File: config.mk
export PLATFORM = sky130hd
export DESIGN_NAME = iq_sample_fifo_p
export DESIGN_NICKNAME = d
export VERILOG_FILES = /design/src/rtl/iq_sample_fifo_p.sv
export SDC_FILE = /design/constraint.sdc
export NUM_CORES = 1
export LEC_CHECK = 0
export BUFFER_PORTS_ARGS = -buffer_cell sky130_fd_sc_hd__buf_2
export CORE_ASPECT_RATIO = 2
export CORE_UTILIZATION = 60
export CTS_CLUSTER_SIZE = 14
export DETAILED_ROUTE_END_ITERATION = 6
export GPL_TIMING_DRIVEN = 1
export PLACE_DENSITY = 0.83
export SLEW_MARGIN = 25
export SYNTH_ARGS = -nofsm -noshare
export SYNTH_HDL_FRONTEND = slang
export SYNTH_SLANG_ARGS = --single-unit
export TNS_END_PERCENT = 5
File: constraint.sdc
create_clock -name Clk -period 20 [get_ports Clk]
set_input_delay 4 -clock Clk [delete_from_list [all_inputs] [get_ports Clk]]
set_output_delay 4 -clock Clk [all_outputs]
set_load 0.005 [all_outputs]
File: src/rtl/iq_sample_fifo_p.sv
// Parametrised I/Q sample FIFO with a first-word-fall-through read port.
// Count is the single source of truth for the status flags. The sticky error
// flags record dropped pushes and pulls made while empty.
module iq_sample_fifo_p #(
    parameter int unsigned DATA_W = 24,
    parameter int unsigned DEPTH  = 8,
    parameter int unsigned AF_TH  = 6,
    parameter int unsigned AE_TH  = 1
) (
    input  logic                     Clk,
    input  logic                     Reset_n,
    input  logic                     PushIn,
    input  logic [DATA_W-1:0]        SampI,
    input  logic [DATA_W-1:0]        SampQ,
    input  logic                     PullOut,
    output logic [DATA_W-1:0]        OutI,
    output logic [DATA_W-1:0]        OutQ,
    output logic                     OutValid,
    output logic [$clog2(DEPTH):0]   Count,
    output logic                     Full,
    output logic                     Empty,
    output logic                     AlmostFull,
    output logic                     AlmostEmpty,
    output logic                     Overflow,
    output logic                     Underflow,
    input  logic                     ErrClr
);

    localparam int unsigned AW = $clog2(DEPTH);
    localparam int unsigned CW = AW + 1;

    logic [AW-1:0]         rd_ptr_q, rd_ptr_d;
    logic [AW-1:0]         wr_ptr_q, wr_ptr_d;
    logic [CW-1:0]         count_q, count_d;
    logic                  ovf_q, ovf_d;
    logic                  unf_q, unf_d;
    logic [2*DATA_W-1:0]   mem_q [DEPTH];

    logic                  is_full;
    logic                  is_empty;
    logic                  push_ok;
    logic                  pull_ok;
    logic [2*DATA_W-1:0]   head;

    assign is_full  = (count_q == CW'(DEPTH));
    assign is_empty = (count_q == '0);
    // A push into a full FIFO is fine when the head leaves on the same edge.
    assign push_ok  = PushIn & (~is_full | PullOut);
    assign pull_ok  = PullOut & ~is_empty;
    assign head     = mem_q[rd_ptr_q];

    // Next-state for pointers, occupancy and sticky error flags.
    always_comb begin
        rd_ptr_d = rd_ptr_q;
        wr_ptr_d = wr_ptr_q;
        count_d  = count_q;
        ovf_d    = ovf_q & ~ErrClr;
        unf_d    = unf_q & ~ErrClr;

        if (push_ok) begin
            wr_ptr_d = wr_ptr_q + AW'(1);
        end
        if (pull_ok) begin
            rd_ptr_d = rd_ptr_q + AW'(1);
        end

        if (push_ok && !pull_ok) begin
            count_d = count_q + CW'(1);
        end else if (pull_ok && !push_ok) begin
            count_d = count_q - CW'(1);
        end

        // A new error event wins over a same-cycle clear.
        if (PushIn && is_full && !PullOut) begin
            ovf_d = 1'b1;
        end
        if (PullOut && is_empty) begin
            unf_d = 1'b1;
        end
    end

    // State register with synchronous active-low reset.
    always_ff @(posedge Clk) begin
        if (!Reset_n) begin
            rd_ptr_q <= '0;
            wr_ptr_q <= '0;
            count_q  <= '0;
            ovf_q    <= 1'b0;
            unf_q    <= 1'b0;
        end else begin
            rd_ptr_q <= rd_ptr_d;
            wr_ptr_q <= wr_ptr_d;
            count_q  <= count_d;
            ovf_q    <= ovf_d;
            unf_q    <= unf_d;
        end
    end

    // Sample storage; deliberately not reset, writes are blocked during reset.
    always_ff @(posedge Clk) begin
        if (Reset_n && push_ok) begin
            mem_q[wr_ptr_q] <= {SampI, SampQ};
        end
    end

    // Output decode; the head is masked to zero when empty so unwritten
    // storage never reaches the outputs.
    always_comb begin
        OutI        = '0;
        OutQ        = '0;
        if (!is_empty) begin
            OutI = head[2*DATA_W-1:DATA_W];
            OutQ = head[DATA_W-1:0];
        end
        OutValid    = ~is_empty;
        Count       = count_q;
        Full        = is_full;
        Empty       = is_empty;
        AlmostFull  = (count_q >= CW'(AF_TH));
        AlmostEmpty = (count_q <= CW'(AE_TH));
        Overflow    = ovf_q;
        Underflow   = unf_q;
    end

endmodule
==> results of run 1 <==
final timing paths:
| path | cells after the start | slack [ns] | startpoint | endpoint |
|---|---|---|---|---|
| max | 4 | 12.96 | register | OutQ[19] |
| min | 2 | 0.51 | rd_ptr_q[1] | register |
| max reg2reg | 6 | 16.97 | Count[0] | mem_q[7][43] |
| min reg2reg | 2 | 0.51 | rd_ptr_q[1] | register |
through the flow:
step,utilization [%],cell area [um2],power (mW),setup WS [ns],instances
after floorplan,-,15120,1.275,10.50,657
after global placement,65.24,16070,1.399,13.51,1082
after detailed placement,65.24,16070,1.416,13.46,1082
after CTS,69.15,17030,2.007,12.88,1128
after global routing,69.17,17030,2.063,12.77,1130
final,69.19,17040,1.992,12.96,1132
area by class of cell:
class | instances | area [um2]
Multi-Input combinational cell | 218 | 3114
Tap cell | 332 | 415.4
Sequential cell | 399 | 11840
Inverter | 6 | 23.77
Clock buffer | 45 | 955.9
Timing Repair Buffer | 127 | 675.6
Antenna cell | 4 | 10.01
Fill cell | 1459 | 7589
Clock inverter | 1 | 5.005
worst min-delay path, cell delays in order, from the launching register on:
cell and delay, ns:
sky130_fd_sc_hd__dfxtp_1 0.32, sky130_fd_sc_hd__o21ai_0 0.07, sky130_fd_sc_hd__a21oi_1 0.08
state kept, by name (all words and copies together), names as in the netlist, named ones only:
name and cells:
mem_q 384, Count 4, rd_ptr_q 3, wr_ptr_q 3, Overflow 1, Underflow 1
synthesized netlist by cell type:
library cell / number
sky130_fd_sc_hd__edfxtp_1: 384
sky130_fd_sc_hd__mux4_2: 96
sky130_fd_sc_hd__a22o_1: 48
sky130_fd_sc_hd__buf_2: 15
sky130_fd_sc_hd__dfxtp_1: 15
sky130_fd_sc_hd__clkbuf_1: 9
sky130_fd_sc_hd__nor2_1: 9
sky130_fd_sc_hd__a21oi_1: 8
sky130_fd_sc_hd__nand2_1: 8
sky130_fd_sc_hd__buf_6: 7
sky130_fd_sc_hd__ha_1: 7
sky130_fd_sc_hd__nor3_1: 5
sky130_fd_sc_hd__o21ai_0: 5
sky130_fd_sc_hd__inv_1: 4
sky130_fd_sc_hd__mux2i_1: 4
sky130_fd_sc_hd__nand3_1: 4
sky130_fd_sc_hd__or3_1: 4
sky130_fd_sc_hd__nand2b_1: 3
sky130_fd_sc_hd__buf_4: 2
sky130_fd_sc_hd__nand4_1: 2
sky130_fd_sc_hd__nor2b_1: 2
sky130_fd_sc_hd__o21ai_1: 2
sky130_fd_sc_hd__and2_4: 1
sky130_fd_sc_hd__and3b_1: 1
sky130_fd_sc_hd__buf_1: 1
sky130_fd_sc_hd__clkinv_1: 1
sky130_fd_sc_hd__clkinv_2: 1
sky130_fd_sc_hd__nand3b_1: 1
sky130_fd_sc_hd__nand4b_1: 1
sky130_fd_sc_hd__nand4bb_1: 1
sky130_fd_sc_hd__nor4_1: 1
sky130_fd_sc_hd__nor4bb_1: 1
sky130_fd_sc_hd__or3b_1: 1
sky130_fd_sc_hd__or4_1: 1
sky130_fd_sc_hd__xnor2_1: 1
sky130_fd_sc_hd__xor2_1: 1
metal layers:
metal / up-vias / part of all wire (%)
met3: 63 / 5.6
met5: - / 0
met2: 273 / 56
li1: 3042 / -
met4: 0 / 3.1
met1: 3751 / 36
kinds of logic (layout without fill, tap and decap cells):
| logic type | Yosys count | in the layout | share of synthesized area (%) |
|---|---|---|---|
| flops | 399 | 399 | 78.25 |
| mux | 100 | 100 | 14.56 |
| compound gates | 63 | 63 | 3.277 |
| simple gates | 46 | 46 | 1.688 |
| buf+inv | 40 | 179 | 1.523 |
| fa+ha+maj | 7 | 7 | 0.5793 |
| xor+xnor | 2 | 2 | 0.1159 |
| other cells | 0 | 4 | 0 |
power by group:
part	switching, mW	internal (mW)	leakage (nW)	total, mW
sequential	0.0335	0.942	3.59	0.975
clock	0.266	0.331	0.469	0.597
combinational	0.204	0.216	1.52	0.420
total	0.503	1.49	5.58	1.99
==> run summary, run 1 <==
Number of cells produced by synthesis = 657
Post-synth top area cell = sky130_fd_sc_hd__edfxtp_1
First-pass GRT wire length = 44,600 um
Number of global-route vias before repair = 7,691
Maximum buffer depth of the clock tree = 3
Number of placed I/O pins = 112
Worst hold-check slack = 0.5096 ns
Post-route setup TNS = 0 ns
Final worst clock skew = 0.02198 ns
Yosys warning count = 0
Die Width = 114.2 um
Placement row count = 81
Post-Synthesis Mean Instance Area = 23.01 um2
Number of setup violations in the final report = 0
Critical path launch point type = register
Flop and latch count out of synthesis = 399
CTS sink count = 399
Core area = 24,630 um2
Final critical path time including I/O delays and setup = 7.039 ns
Total count of hold-check failures in the final report = 0
Met1 Usage GRT = 28.36%
Max-cap violations = 0
Most crowded layer after global routing = met2
# nets final = 846
Per-cell via count in the routed design = 6.298
Category of the critical setup timing path = reg -> out
Final worst-path cycle share = 35.19%
Synthesis-to-finish area growth = 12.69%
Critical path's top delay family = buffers and inverters
Met3 demand-to-capacity share in global routing = 4.010%
Net count after synthesis = 717
Post-synthesis cell area = 15,120 um2
Power density relative to cell area = 116.9 nW/um2
Commonest cells after routing, fill and taps aside = 384 x sky130_fd_sc_hd__edfxtp_1, 111 x sky130_fd_sc_hd__buf_2, 96 x sky130_fd_sc_hd__mux4_2, 48 x sky130_fd_sc_hd__a22o_1, 37 x sky130_fd_sc_hd__clkbuf_16
Area enclosed by the die boundary = 25,880 um2
Slew of the pin with the lowest slew margin = 0.9228 ns
Post-CTS clock slew at the launch and capture registers of the worst setup and hold paths = 0.06 ns
Worst hold path class = reg -> reg
CP max FO = 34
Peak per-stage delay on the critical path = 0.77 ns
DIE HEIGHT = 226.5 um
Depth of the CTS H-tree = 2
Count of buffers added by post-CTS timing repair for setup = 0
Share of final-layout standard cells stronger than drive strength 1 = 34.42%
Library cell contributing the largest single delay on the critical path = sky130_fd_sc_hd__dfxtp_4
Overall track demand over capacity in global routing = 24.11%
Final antenna-violating net count = 0
Most common cell after layout, fill and taps aside = sky130_fd_sc_hd__edfxtp_1
Initial drt markers = 537
Total count of max-transition violations in the final report = 0
First-pass iteration count of the detailed router = 5
Total congestion overflow after global routing = 0
Run status = complete, no violations
Total half-perimeter wirelength after legalization and detailed placement = 16,610 um
Total via count after detailed routing = 7,129
RSZ-0062 raised after global routing = false
WP data required = 16.00 ns
Leakage power = 5.578 nW
Relative slew slack = 38.48%
Hold buffer count at cts = 0
Cell-by-cell trace of the critical path = buf_4 -> mux4_2 -> a22o_1 -> buf_2
Worst Path Arrival = 3.04 ns
Antenna violations before repair = 4
Routability cong. = 0.7076
Category of the worst setup path capture point = output port
Master cell of the clock root buffer = sky130_fd_sc_hd__clkbuf_16
Number of remaining DRC errors = 0
DR WL/cell = 26.52 um
Area share of the leading cell type in the synthesized netlist = 76.27%
Max Clock Freq = 142.1 MHz
GRT met2 Usage = 43.58%
TritonCTS buffer count = 34
Worst voltage drop across the vdd grid = 0.00008864 V
Number of buffers added on ports = 111
Post-cts gate resize count = 0
Clock tree from TritonCTS = done
Seq/Total Area, Yosys = 78.25%
Synth area leaders = sky130_fd_sc_hd__edfxtp_1 76%, sky130_fd_sc_hd__mux4_2 14%, sky130_fd_sc_hd__a22o_1 2.8%
Routed Wire Length = 30,020 um
Initial standard-cell utilization of the core = 61.39%
Count of buffer and inverter cells on the critical path = 2
Post-synth cell types = 36
Largest net degree at the start of global routing = 63
Insertion delay to the later sink of the worst-skew pair = 0.52 ns
(Power assumes the default switching activity.)
==> run 2: changes to the inputs <==
Clock period 20 ns to 6.86 ns, I/O delays scaled along.
==> run 2 against run 1 <==
  * Power increased to 2.9 times the previous value
  * Die area unchanged
  * Via count rose by 0.45%
  * Worst setup slack worse by 11 ns
  * Register-to-register slack worse by 13 ns
  * Hold slack worse by 0.016 ns
  * Sequential power rose to 2.9 times the previous value
  * Wire length grew 0.32%
  * Combinational power rose to 2.9 times the previous value
==> run summary, run 2 (same netlist as run 1, synthesis figures left out) <==
Post-CTS clock slew at the launch and capture registers of the worst setup and hold paths = 0.06 ns (about the same)
Count of buffer and inverter cells on the critical path = 2 (unchanged)
Share of final-layout standard cells stronger than drive strength 1 = 34.20% (-0.22 points)
Slew of the pin with the lowest slew margin = 0.8712 ns (-0.05158 ns)
Net switching power = 1.485 mW (+200%)
Largest net degree at the start of global routing = 57 (-9.5%)
Final worst clock skew = 0.01083 ns (-0.01115 ns)
# nets final = 846 (unchanged)
Total via count after detailed routing = 7,161 (+0.45%)
Placement row count = 81 (unchanged)
First-pass iteration count of the detailed router = 5 (unchanged)
Depth of the CTS H-tree = 2 (unchanged)
Master cell of the clock root buffer = sky130_fd_sc_hd__clkbuf_16
Cell-internal power = 4.361 mW (+190%)
Hold buffer count at cts = 0 (unchanged)
Sum of internal, switching and leakage power = 5.846 mW (+190%)
Clock Power Share = 30.5% (+0.5 points)
Number of global-route vias before repair = 7,714 (+0.30%)
Synthesis-to-finish area growth = 12.94%
Relative slew slack = 41.92% (+3.4 points)
Category of the worst setup path capture point = output port
Number of remaining DRC errors = 0 (unchanged)
Commonest cells after routing, fill and taps aside = 384 x sky130_fd_sc_hd__edfxtp_1, 111 x sky130_fd_sc_hd__buf_2, 96 x sky130_fd_sc_hd__mux4_2, 48 x sky130_fd_sc_hd__a22o_1, 35 x sky130_fd_sc_hd__clkbuf_16
Core area = 24,630 um2 (unchanged)
Share of total power in combinational logic = 20.6% (-0.5 points)
Final antenna-violating net count = 0 (unchanged)
Initial drt markers = 695 (+29%)
CP max FO = 44 (+29%)
Total congestion overflow after global routing = 0 (unchanged)
Category of the critical setup timing path = reg -> out
RSZ-0062 raised after global routing = false
Total half-perimeter wirelength after legalization and detailed placement = 16,690 um (+0.51%)
Die Width = 114.2 um (unchanged)
DIE HEIGHT = 226.5 um (unchanged)
Fraction of power spent switching nets = 25.40% (+0.15 points)
TritonCTS buffer count = 35 (+2.9%)
Post-route setup TNS = 0 ns (unchanged)
Post-cts gate resize count = 0 (unchanged)
Register containing the most flip-flops in the final layout = mem_q
Insertion delay to the later sink of the worst-skew pair = 0.51 ns (about the same)
Antenna violations before repair = 6 (+2)
Final worst-path cycle share = 64.74%
Most common cell after layout, fill and taps aside = sky130_fd_sc_hd__edfxtp_1
Slack of the critical path = 2.419 ns (-10.54 ns)
Per-cell via count in the routed design = 6.276 (-0.34%)
Critical path launch point type = register
Met3 demand-to-capacity share in global routing = 3.475% (-0.53 points)
Max FFs per register = 384 (unchanged)
Setup slack at placement = 2.844 ns (-10.62 ns)
Cell-by-cell trace of the critical path = buf_4 -> mux4_2 -> a22o_1 -> buf_2
Number of placed I/O pins = 112 (unchanged)
WP data required = 5.49 ns (-10.51 ns)
Count of buffers added by post-CTS timing repair for setup = 0 (unchanged)
Area enclosed by the die boundary = 25,880 um2 (unchanged)
Leakage power = 5.587 nW (+0.17%)
Worst-case register-to-register setup slack = 3.80 ns (-13.17 ns)
Sequential cell fraction of total power = 48.9% (about the same)
Maximum buffer depth of the clock tree = 3 (unchanged)
CTS sink count = 399 (unchanged)
Power density relative to cell area = 342.4 nW/um2 (+190%)
Worst voltage drop across the vdd grid = 0.0003561 V (+300%)
Run status = complete, no violations
Overall track demand over capacity in global routing = 24.42% (+0.30 points)
DR WL/cell = 26.39 um (-0.47%)
Most crowded layer after global routing = met2
Peak per-stage delay on the critical path = 0.92 ns (+0.15 ns)
Routability cong. = 0.7348 (+3.8%)
Max Clock Freq = 225.2 MHz
Number of setup violations in the final report = 0 (unchanged)
Library cell contributing the largest single delay on the critical path = sky130_fd_sc_hd__dfxtp_4
Total count of hold-check failures in the final report = 0 (unchanged)
Routed Wire Length = 30,110 um (+0.32%)
Final critical path time including I/O delays and setup = 4.441 ns
Clock tree from TritonCTS = done
First-pass GRT wire length = 45,220 um (+1.4%)
GRT met2 Usage = 44.36% (+0.78 points)
Number of buffers added on ports = 111 (unchanged)
Initial standard-cell utilization of the core = 61.39% (unchanged)
Total count of max-transition violations in the final report = 0 (unchanged)
Worst hold path class = reg -> reg
Met1 Usage GRT = 28.57% (+0.21 points)
Worst hold-check slack = 0.4941 ns (-0.01551 ns)
Max-cap violations = 0 (unchanged)
Critical path's top delay family = flip-flops
Worst Path Arrival = 3.07 ns (+0.03 ns)
==> run 2: changes by cell type in the layout (fill, tap and decap cells not counted), sizes merged <==
cell,delta
clkbuf,+4
buf,-1
inv,+1
clkinv,+3
bufinv,+1
diode,+1
==> run 2: final timing paths <==
kind                                  start          end  cells after the start
worst max-delay path               register     OutQ[18]                      4
worst max register to register     Count[0]  mem_q[7][1]                      6
worst min register to register  rd_ptr_q[2]     register                      2
worst min-delay path            rd_ptr_q[2]     register                      2
==> run 2: metal layers <==
layer | wire (um) | up-vias | part of all wire [%]
met5 | 23 | - | 0.076
met4 | 913 | 4 | 3.0
met3 | 1660 | 65 | 5.5
met2 | 16840 | 317 | 56
met1 | 10680 | 3729 | 35
li1 | - | 3046 | -
==> run 2: power groups by stage <==
| stage | Sequential (mW) | Clock, mW | Combinational [mW] |
|---|---|---|---|
| after CTS | 2.87 | 1.81 | 1.22 |
| after global placement | 2.90 | 0 | 1.17 |
| after detailed placement | 2.92 | 0 | 1.21 |
| after global routing | 2.88 | 1.89 | 1.29 |
| final | 2.86 | 1.78 | 1.20 |
| after floorplan | 2.83 | 0 | 0.890 |
==> run 2: cell type report <==
class / instances / area [um2]
antenna: 5 / 12.51
inverter: 6 / 23.77
tap: 332 / 415.4
fill: 1437 / 7551
clock inverter: 6 / 56.30
multi-input combinational: 218 / 3123
timing repair buffer: 126 / 668.1
sequential: 399 / 11840
clock buffer: 49 / 938.4
==> run 2: worst register-to-register path: stages, from the launching register on <==
cell and delay, ns:
sky130_fd_sc_hd__dfxtp_1 0.46, sky130_fd_sc_hd__inv_1 0.12, sky130_fd_sc_hd__ha_1 0.28, sky130_fd_sc_hd__nand4bb_1 0.19
sky130_fd_sc_hd__nand3_1 0.32, sky130_fd_sc_hd__nor2_4 0.75, sky130_fd_sc_hd__buf_4 0.56
==> run 2: stage by stage <==
stage               util [%]  cells  instance area (um2)
floorplan                  -    657                15130
global placement       65.25   1081                16070
detailed placement     65.25   1081                16070
CTS                    69.29   1136                17060
global route           69.33   1140                17070
finish                 69.34   1141                17080
==> run 3: changes to the inputs <==
Settings changed: ABC_AREA from default to 1, CORE_UTILIZATION 60 to 55, PLACE_DENSITY 0.83 to 0.79.
Clock period 6.86 ns to 3.7 ns, I/O delays scaled along.
==> run 3 against run 2 <==
  * Sequential share of layout area fell by 7.1 points
  * Flip-flop and latch count did not move
  * Highest routed layer unchanged
  * Count of clock-buffer cells in the layout decreased by 5
  * Sequential power grew 83%
  * Register-to-register slack lost 2.9 ns
  * Die area up 22%
  * Wire length is 25% higher
  * Power rose by 110%
  * Synthesized area rose by 13%
  * Design area up 11%
==> run summary, run 3 <==
Run status = complete, no violations
Final worst clock skew = 0.02037 ns (+0.009543 ns)
WP data required = 2.96 ns (-2.53 ns)
CP max FO = 27 (-39%)
Initial drt markers = 974 (+40%)
Hold buffer count at cts = 0 (unchanged)
Initial standard-cell utilization of the core = 56.19% (-5.2 points)
Die Width = 126.4 um (+11%)
Cell-internal power = 8.071 mW (+85%)
Insertion delay to the later sink of the worst-skew pair = 0.53 ns (+0.02 ns)
Post-synth top area cell = sky130_fd_sc_hd__edfxtp_1
Yosys warning count = 0 (unchanged)
DIE HEIGHT = 250.8 um (+11%)
GRT met2 Usage = 45.11% (+0.75 points)
Design area = 19,030 um2 (+11%)
DR WL/cell = 17.40 um (-34%)
Most crowded layer after global routing = met2
Core area = 30,290 um2 (+23%)
CTS sink count = 399 (unchanged)
Final critical path time including I/O delays and setup = 3.443 ns
Clock tree from TritonCTS = done
Category of the critical setup timing path = reg -> out
Antenna violations before repair = 4 (-2)
Total via count after detailed routing = 11,600 (+62%)
Slack of the critical path = 0.2567 ns (-2.162 ns)
Worst Path Arrival = 2.70 ns (-0.37 ns)
Maximum buffer depth of the clock tree = 3 (unchanged)
Sum of internal, switching and leakage power = 12.12 mW (+110%)
Cell-by-cell trace of the critical path = inv_1 -> ha_1 -> nand3_2 -> buf_4 -> nand2_1 -> nor2_1 -> buf_2
Routed Wire Length = 37,590 um (+25%)
Number of placed I/O pins = 112 (unchanged)
Synth area leaders = sky130_fd_sc_hd__edfxtp_1 68%, sky130_fd_sc_hd__nand2_1 15%, sky130_fd_sc_hd__inv_1 4.6%
Synthesis-to-finish area growth = 11.83%
Depth of the CTS H-tree = 2 (unchanged)
Max Clock Freq = 290.4 MHz
Post-CTS clock slew at the launch and capture registers of the worst setup and hold paths = 0.06 ns (about the same)
Clock Power Share = 27.0% (-3.5 points)
Most common cell after layout, fill and taps aside = sky130_fd_sc_hd__nand2_1
Routability cong. = 0.8078 (+9.9%)
TritonCTS buffer count = 35 (unchanged)
Number of global-route vias before repair = 11,536 (+50%)
Post-synthesis cell area = 17,020 um2 (+13%)
Number of remaining DRC errors = 0 (unchanged)
Register containing the most flip-flops in the final layout = mem_q
Leakage power = 8.289 nW (+48%)
Worst hold-check slack = 0.4790 ns (-0.01511 ns)
Area share of the leading cell type in the synthesized netlist = 67.75% (-8.5 points)
# nets final = 1,839 (+120%)
Power density relative to cell area = 637.0 nW/um2 (+86%)
Area of placed instances = 18,060 um2 (+12%)
Count of flip-flops with a built-in enable after synthesis = 384 (unchanged)
Post-synth cell types = 19 (-47%)
Master cell of the clock root buffer = sky130_fd_sc_hd__clkbuf_16
Total count of max-transition violations in the final report = 0 (unchanged)
Post-cts gate resize count = 0 (unchanged)
Largest net degree at the start of global routing = 193 (+240%)
Area enclosed by the die boundary = 31,700 um2 (+22%)
Footprint of the multi-input gates = 4088 um2 (+31%)
Share of total power in combinational logic = 29.9% (+9.3 points)
Filler cell count in the final layout = 2,293 (+60%)
Final worst-path cycle share = 93.06%
Count of buffers added by post-CTS timing repair for setup = 0 (unchanged)
Post-route setup TNS = 0 ns (unchanged)
Most instantiated cells after synthesis = 700 x sky130_fd_sc_hd__nand2_1, 384 x sky130_fd_sc_hd__edfxtp_1, 209 x sky130_fd_sc_hd__inv_1
Category of the worst setup path capture point = output port
Count of buffer and inverter cells on the critical path = 3 (+1)
Critical path's top delay family = buffers and inverters
Post-Synthesis Mean Instance Area = 10.10 um2 (-56%)
Overall track demand over capacity in global routing = 24.39% (-0.030 points)
Max FFs per register = 384 (unchanged)
Number of buffers added on ports = 111 (unchanged)
Met1 Usage GRT = 26.29% (-2.3 points)
Net count after synthesis = 1,745 (+140%)
Relative slew slack = 38.05% (-3.9 points)
Library cell contributing the largest single delay on the critical path = sky130_fd_sc_hd__dfxtp_1
Sequential cell fraction of total power = 43.1% (-5.8 points)
Number of setup violations in the final report = 0 (unchanged)
Fraction of power spent switching nets = 33.43% (+8.0 points)
Total congestion overflow after global routing = 0 (unchanged)
Flop and latch count out of synthesis = 399 (unchanged)
Seq/Total Area, Yosys = 69.51% (-8.7 points)
Share of final-layout standard cells stronger than drive strength 1 = 10.60% (-24 points)
Peak per-stage delay on the critical path = 0.47 ns (-0.45 ns)
Share of synthesized flip-flops with an asynchronous set or reset = 0% (unchanged)
Worst hold path class = in -> reg
Primary FF master, synth = sky130_fd_sc_hd__edfxtp_1
RSZ-0062 raised after global routing = false
Total half-perimeter wirelength after legalization and detailed placement = 21,760 um (+30%)
Setup slack at placement = 0.7603 ns (-2.083 ns)
Met3 demand-to-capacity share in global routing = 3.597% (+0.12 points)
Final antenna-violating net count = 0 (unchanged)
Max-cap violations = 0 (unchanged)
Placement row count = 90 (+11%)
Cell with the most instances after synthesis = sky130_fd_sc_hd__nand2_1
Commonest cells after routing, fill and taps aside = 700 x sky130_fd_sc_hd__nand2_1, 384 x sky130_fd_sc_hd__edfxtp_1, 209 x sky130_fd_sc_hd__inv_1, 151 x sky130_fd_sc_hd__nand3_1, 111 x sky130_fd_sc_hd__buf_2
First-pass GRT wire length = 58,940 um (+30%)
Total count of hold-check failures in the final report = 0 (unchanged)
Per-cell via count in the routed design = 5.368 (-14%)
Critical path launch point type = register
Number of cells produced by synthesis = 1,685 (+160%)
First-pass iteration count of the detailed router = 5 (unchanged)
Net switching power = 4.054 mW (+170%)
Area taken by flip-flops and latches = 11,840 um2 (about the same)
Worst voltage drop across the vdd grid = 0.0004890 V (+37%)
Slew of the pin with the lowest slew margin = 0.9292 ns (+0.05802 ns)
run 3: cell types whose count changed in the layout (fill, tap and decap cells not counted), moves of 10 or more:
| cell | before | now |
|---|---|---|
| sky130_fd_sc_hd__nand2_1 | 8 | 700 |
| sky130_fd_sc_hd__inv_1 | 4 | 209 |
| sky130_fd_sc_hd__nand3_1 | 4 | 151 |
| sky130_fd_sc_hd__nor2_1 | 5 | 110 |
| sky130_fd_sc_hd__mux4_2 | 96 | 0 |
| sky130_fd_sc_hd__a22o_1 | 48 | 0 |
| sky130_fd_sc_hd__buf_12 | 0 | 10 |
run 3: path summary, 6_finish.rpt:
kind	startpoint	to	slack [ns]	depth (start not counted)
hold / removal	SampI[18]	mem_q[1][42]	0.48	1
hold reg to reg	Underflow	Underflow	0.48	2
setup reg to reg	Count[0]	mem_q[5][30]	0.86	10
setup / recovery	Count[0]	OutI[21]	0.26	7
run 3: power by group through the flow:
| stage | logic (mW) | clock network [mW] | registers [mW] |
|---|---|---|---|
| finish | 3.62 | 3.28 | 5.23 |
| global route | 4.06 | 3.46 | 5.24 |
| CTS | 3.63 | 3.31 | 5.22 |
| detailed placement | 3.61 | 0 | 5.32 |
| global placement | 3.54 | 0 | 5.31 |
| floorplan | 2.35 | 0 | 5.25 |
run 3: layout make-up:
type	count	area share, %
antenna	1	0.01315
clock inverter	6	0.2958
timing repair buffer	137	4.602
multi-input combinational	995	21.48
clock buffer	44	4.779
sequential	399	62.22
tap	368	2.419
inverter	211	4.194
run 3: cell families after synthesis:
logic type / count (synthesis) / share of synthesized area (%)
compound gates: 14 / 0.4264
xor+xnor: 2 / 0.1029
fa+ha+maj: 7 / 0.5146
buf+inv: 291 / 6.851
flops: 399 / 69.51
simple gates: 972 / 22.59
run 3: through the flow:
step,util [%],instances
6_report,62.83,2161
3_3_place_gp,59.64,2110
5_1_grt,62.83,2161
4_1_cts,62.83,2160
2_1_floorplan,-,1685
3_5_place_dp,59.64,2110
run 3: layer usage:
metal  vias up  part of all wire, %  wire length (um)
li1       5544                    -                 -
met3       108                  5.5              2053
met5         -                0.072                27
met2       436                   55             20750
met1      5508                   35             13310
met4         4                  3.9              1454
